===== config.mk =====
export PLATFORM = sky130hd
export DESIGN_NAME = triangle_bbox_scanner
export DESIGN_NICKNAME = d
export VERILOG_FILES = /design/src/rtl/triangle_bbox_scanner.sv
export SDC_FILE = /design/constraint.sdc
export NUM_CORES = 1
export LEC_CHECK = 0
export CAP_MARGIN = 10
export CORE_ASPECT_RATIO = 0.6
export CORE_UTILIZATION = 45
export CTS_BUF_LIST = sky130_fd_sc_hd__clkbuf_8
export CTS_CLUSTER_DIAMETER = 30
export CTS_CLUSTER_SIZE = 12
export DETAILED_ROUTE_END_ITERATION = 7
export MAX_ROUTING_LAYER = met4
export PLACE_DENSITY = 0.7
export REMOVE_ABC_BUFFERS = 1
export SYNTH_ARGS = -nofsm -noshare
export SYNTH_HDL_FRONTEND = slang
export SYNTH_SLANG_ARGS = --single-unit

===== constraint.sdc =====
create_clock -name aClock -period 4.9 [get_ports aClock]
set_input_delay 0.735 -clock aClock [delete_from_list [all_inputs] [get_ports aClock]]
set_output_delay 0.735 -clock aClock [all_outputs]
set_load 0.01 [all_outputs]

===== src/rtl/triangle_bbox_scanner.sv =====
// Clips one triangle bounding box to the screen, then walks its pixels in raster
// order. Pixels are emitted one per cycle over a valid/ready handshake.
module triangle_bbox_scanner #(
  parameter int SCREEN_WIDTH  = 640,
  parameter int SCREEN_HEIGHT = 480
) (
  input  logic             aClock,
  input  logic             aReset,
  input  logic [1:0][10:0] aMin,
  input  logic [1:0][10:0] aMax,
  input  logic             aBoxValid,
  output logic             anOutBoxReady,
  output logic [1:0][10:0] anOutPixel,
  output logic             anOutPixelValid,
  input  logic             aPixelReady,
  output logic             anOutLastPixel,
  output logic             anOutBoxDone
);

  typedef enum logic {IDLE, SCAN} state_t;

  localparam logic [10:0] XLIM = 11'(SCREEN_WIDTH - 1);
  localparam logic [10:0] YLIM = 11'(SCREEN_HEIGHT - 1);

  function automatic logic [10:0] clamp(input logic [10:0] v, input logic [10:0] lim);
    return (v > lim) ? lim : v;
  endfunction

  state_t      state;
  logic [10:0] x, y;
  logic [10:0] cx0, cx1, cy0, cy1;
  logic        done;

  logic [10:0] clip_x1, clip_y1;
  logic        empty, accept, handshake, at_end_x, at_end_y;

  always_comb begin
    clip_x1   = clamp(aMax[0], XLIM);
    clip_y1   = clamp(aMax[1], YLIM);
    empty     = (aMin[0] > clip_x1) || (aMin[1] > clip_y1);
    accept    = (state == IDLE) && aBoxValid;
    handshake = (state == SCAN) && aPixelReady;
    at_end_x  = (x == cx1);
    at_end_y  = (y == cy1);
  end

  // Control and the pixel cursor; the cursor reads (0,0) after reset.
  always_ff @(posedge aClock) begin
    if (aReset) begin
      state <= IDLE;
      done  <= 1'b0;
      x     <= '0;
      y     <= '0;
    end else begin
      done <= 1'b0;
      if (state == IDLE) begin
        if (accept) begin
          if (empty) begin
            done <= 1'b1;
          end else begin
            x     <= aMin[0];
            y     <= aMin[1];
            state <= SCAN;
          end
        end
      end else if (handshake) begin
        if (!at_end_x) begin
          x <= x + 11'd1;
        end else if (!at_end_y) begin
          x <= cx0;
          y <= y + 11'd1;
        end else begin
          state <= IDLE;
          done  <= 1'b1;
        end
      end
    end
  end

  // Clipped box bounds are pure data, captured only when a non-empty box is taken.
  always_ff @(posedge aClock) begin
    if (accept && !empty) begin
      cx0 <= aMin[0];
      cy0 <= aMin[1];
      cx1 <= clip_x1;
      cy1 <= clip_y1;
    end
  end

  assign anOutBoxReady   = (state == IDLE) && !aReset;
  assign anOutPixelValid = (state == SCAN);
  assign anOutPixel      = {y, x};
  assign anOutLastPixel  = (state == SCAN) && at_end_x && at_end_y;
  assign anOutBoxDone    = done;

endmodule


==> results.md <==
* Placer congestion estimate at 0.873
* Post-Route Skew at 0.00634 ns
* Switch share at 29.3%
* Synth Area in XOR/XNOR at 7.66%
* EDFF count, synth at 33
* Leakage at 1.74 nW
* Internal power at 0.996 mW
* Initial core utilization at 47.6%
* Slew @ Worst Pin at 0.798 ns
* Placed Cells at 549
* Mapped Area at 0.00355 mm^2
* Final setup TNS at 0 ns
* Mux contribution to synthesized area at 1.98%
* WP data required at 4.95 ns
* First-pass GRT wire length at 15.6 mm
* Worst IR Drop VDD at 329 uV
* Vias post-DR at 3,138
* Post-CTS Setup Bufs at 0
* Die area at 0.00825 mm^2
* Async S/R FF share, synth at 0%
* Startpoint types: input pin
* Combinational power share at 23.2%
* Non-Filler Instances at 565
* Number of global-route vias before repair at 2,879
* Largest family of logic cells by synthesized area: simple AND/OR/NAND/NOR gates
* Initial drt markers at 329
* Final hold vios at 0
* IO Pins at 74
* Peak Freq at 0.254 GHz
* #FFs+latches synth at 57
* Tmin final at 3.93 ns
* Post-CTS Hold Fix Bufs at 0
* H-Tree Depth at 3
* # diodes at 0
* Critical path type: in2reg
* Row count at 24
* Synth Area in Simple Gates at 17.8%
* Period utilisation layout at 80.2%
* Pre-CTS setup slack at 0.622 ns
* Most common cell after layout, fill and taps aside: clkdlybuf4s50_1
* Ys flop type: edfxtp_1
* Post-CTS resize count at 0
* Syn Area/Cell at 9.36 um^2
* Clk slew on worst S/H paths at 0.06 ns
* Sequential element share of the synthesized area at 41.5%
* ANT nets after route at 0
* Initial antenna violation count at 0
* GRT Total Usage at 26.5%
* CTS tree: built
* Routed len/inst at 17.3 um
* Clock latency on the worst-skew pair at 0.35 ns
* Die height at 70.8 um
* Slew Viols, Final at 0
* Max_cap viols at 0
* I/O Buffers at 73
* Hpwl dp at 7.47 mm
* Unrepaired setup endpoints after global routing: false
* Slew HR at 46.5%
* Clock network power share at 33.8%
* Die width at 117 um
* Largest net degree at the start of global routing at 32
* CTS buffer count at 9
* CTS sink cnt at 57
* CP endpoint kind: register
* Most frequent cells in the layout: 73 x clkdlybuf4s50_1, 41 x nor2_1, 33 x edfxtp_1, 24 x ha_1, 24 x dfxtp_1
* Final-stage net count at 528
* Hold WC Path Type: reg2reg
* Core ar. at 0.00745 mm^2
* Switch Pwr at 0.412 mW
* Final setup viols at 0
* Synth Area in Adders at 8.47%
* Via-per-instance ratio at 5.55
* WP data arrival at 3.99 ns
* DRT Pass-1 Iters at 5
* Post-Syn Instances at 379
* Max clock buf depth at 2
* CP Max Fanout at 19
* Post-route DRC violation count at 0
* Pwr/cell area at 307 mW/mm^2
* Area Growth Syn to Fin at 29.1%
* Outcome: completed
* Final worst setup slack at 0.968 ns
* Fraction of layout cells with a size suffix above 1 at 6.51%
* DRT Wirelength at 9.79 mm
* GRT Residual Overflow at 0
* Clock root buffer: clkbuf_8
* Syn. warnings at 0
* Unique cell type count in the Yosys netlist at 51
* Reg power frac at 43.1%
* Synth Area in Compound Gates at 16.9%
[registers in the layout, summed over array words and instances, names as in the netlist]
register	flops
anOutBoxDone	1
anOutPixelValid	1
cx0	11
cx1	11
cy1	11
x	11
y	11
[metrics by stage]
step                      total power, mW  cell area [um^2]  hold WS, ns  util (%)
after floorplan                     0.776              3460        0.552         -
after global placement              0.930              4370        0.562      58.7
after detailed placement            0.938              4370        0.559      58.7
after CTS                            1.41              4580        0.577      61.5
after global routing                 1.47              4580        0.598      61.5
final                                1.41              4580        0.572      61.5
[worst paths after layout]
check / start / end / slack (ns) / cells after the start
worst max-delay path: aMax[8] / cx1[3]$_DFFE_PP_ / 0.97 / 12
worst min-delay path: x[10]$_SDFFE_PP0P_ / x[10]$_SDFFE_PP0P_ / 0.57 / 2
worst min register to register: x[10]$_SDFFE_PP0P_ / x[10]$_SDFFE_PP0P_ / 0.57 / 2
worst max register to register: anOutPixelValid$_SDFF_PP0_ / y[8]$_SDFFE_PP0P_ / 2.19 / 5
[metal layers]
layer / vias up / global-route usage [%] / share of wire (%)
met5: - / - / 0
met4: 0 / 6.33 / 0.89
met3: 10 / 6.26 / 7.5
met2: 123 / 33.4 / 41
met1: 1469 / 41.4 / 51
li1: 1536 / - / -
[critical path: stages]
cell and delay [ns]:
clkdlybuf4s50_1 0.43, o21a_1 0.25, or2_2 0.31, nor2_1 0.15, ha_1 0.27, a21o_1 0.19
a21o_1 0.20, a2111oi_4 0.38, o21ai_2 0.10, or2_1 0.35, inv_2 0.37, buf_12 0.22
[power groups by stage]
stage / Combinational [mW] / Clock, mW / Sequential (mW)
3_3_place_gp: 0.315 / 0 / 0.615
4_1_cts: 0.324 / 0.482 / 0.606
5_1_grt: 0.356 / 0.503 / 0.613
2_1_floorplan: 0.159 / 0 / 0.616
6_report: 0.326 / 0.475 / 0.606
3_5_place_dp: 0.322 / 0 / 0.616
[cell type report]
cell class | instances | area, um^2
Fill cell | 644 | 2870
Multi-Input combinational cell | 285 | 1890
Inverter | 25 | 93.8
Sequential cell | 57 | 1470
Clock inverter | 7 | 85.1
Timing Repair Buffer | 78 | 781
Clock buffer | 9 | 124
Tap cell | 104 | 130
[cells by family after synthesis]
kind of cell,Yosys count
XOR/XNOR,31
AO/OA/AOI/OAI,89
multiplexers,7
other,2
flip-flops,57
buffers and inverters,41
AND/OR/NAND/NOR,128
adder cells (fa/ha/maj),24
[synthesized netlist by cell type, types with 7 or more instances]
library cell	n	area [um^2]
a211oi_1	15	113
nand2_1	22	82.6
dfxtp_1	24	480
o21ai_0	18	90.1
a21oi_1	22	110
edfxtp_1	33	991
ha_1	24	300
clkbuf_1	8	30.0
o31ai_1	7	52.6
mux2i_1	7	70.1
nor2_1	41	154
nand3_1	12	60.1
inv_1	23	86.3
xor2_1	15	131
xnor2_1	16	140
nand4_1	12	75.1
or3_1	9	56.3
(Power assumes the default switching activity.)
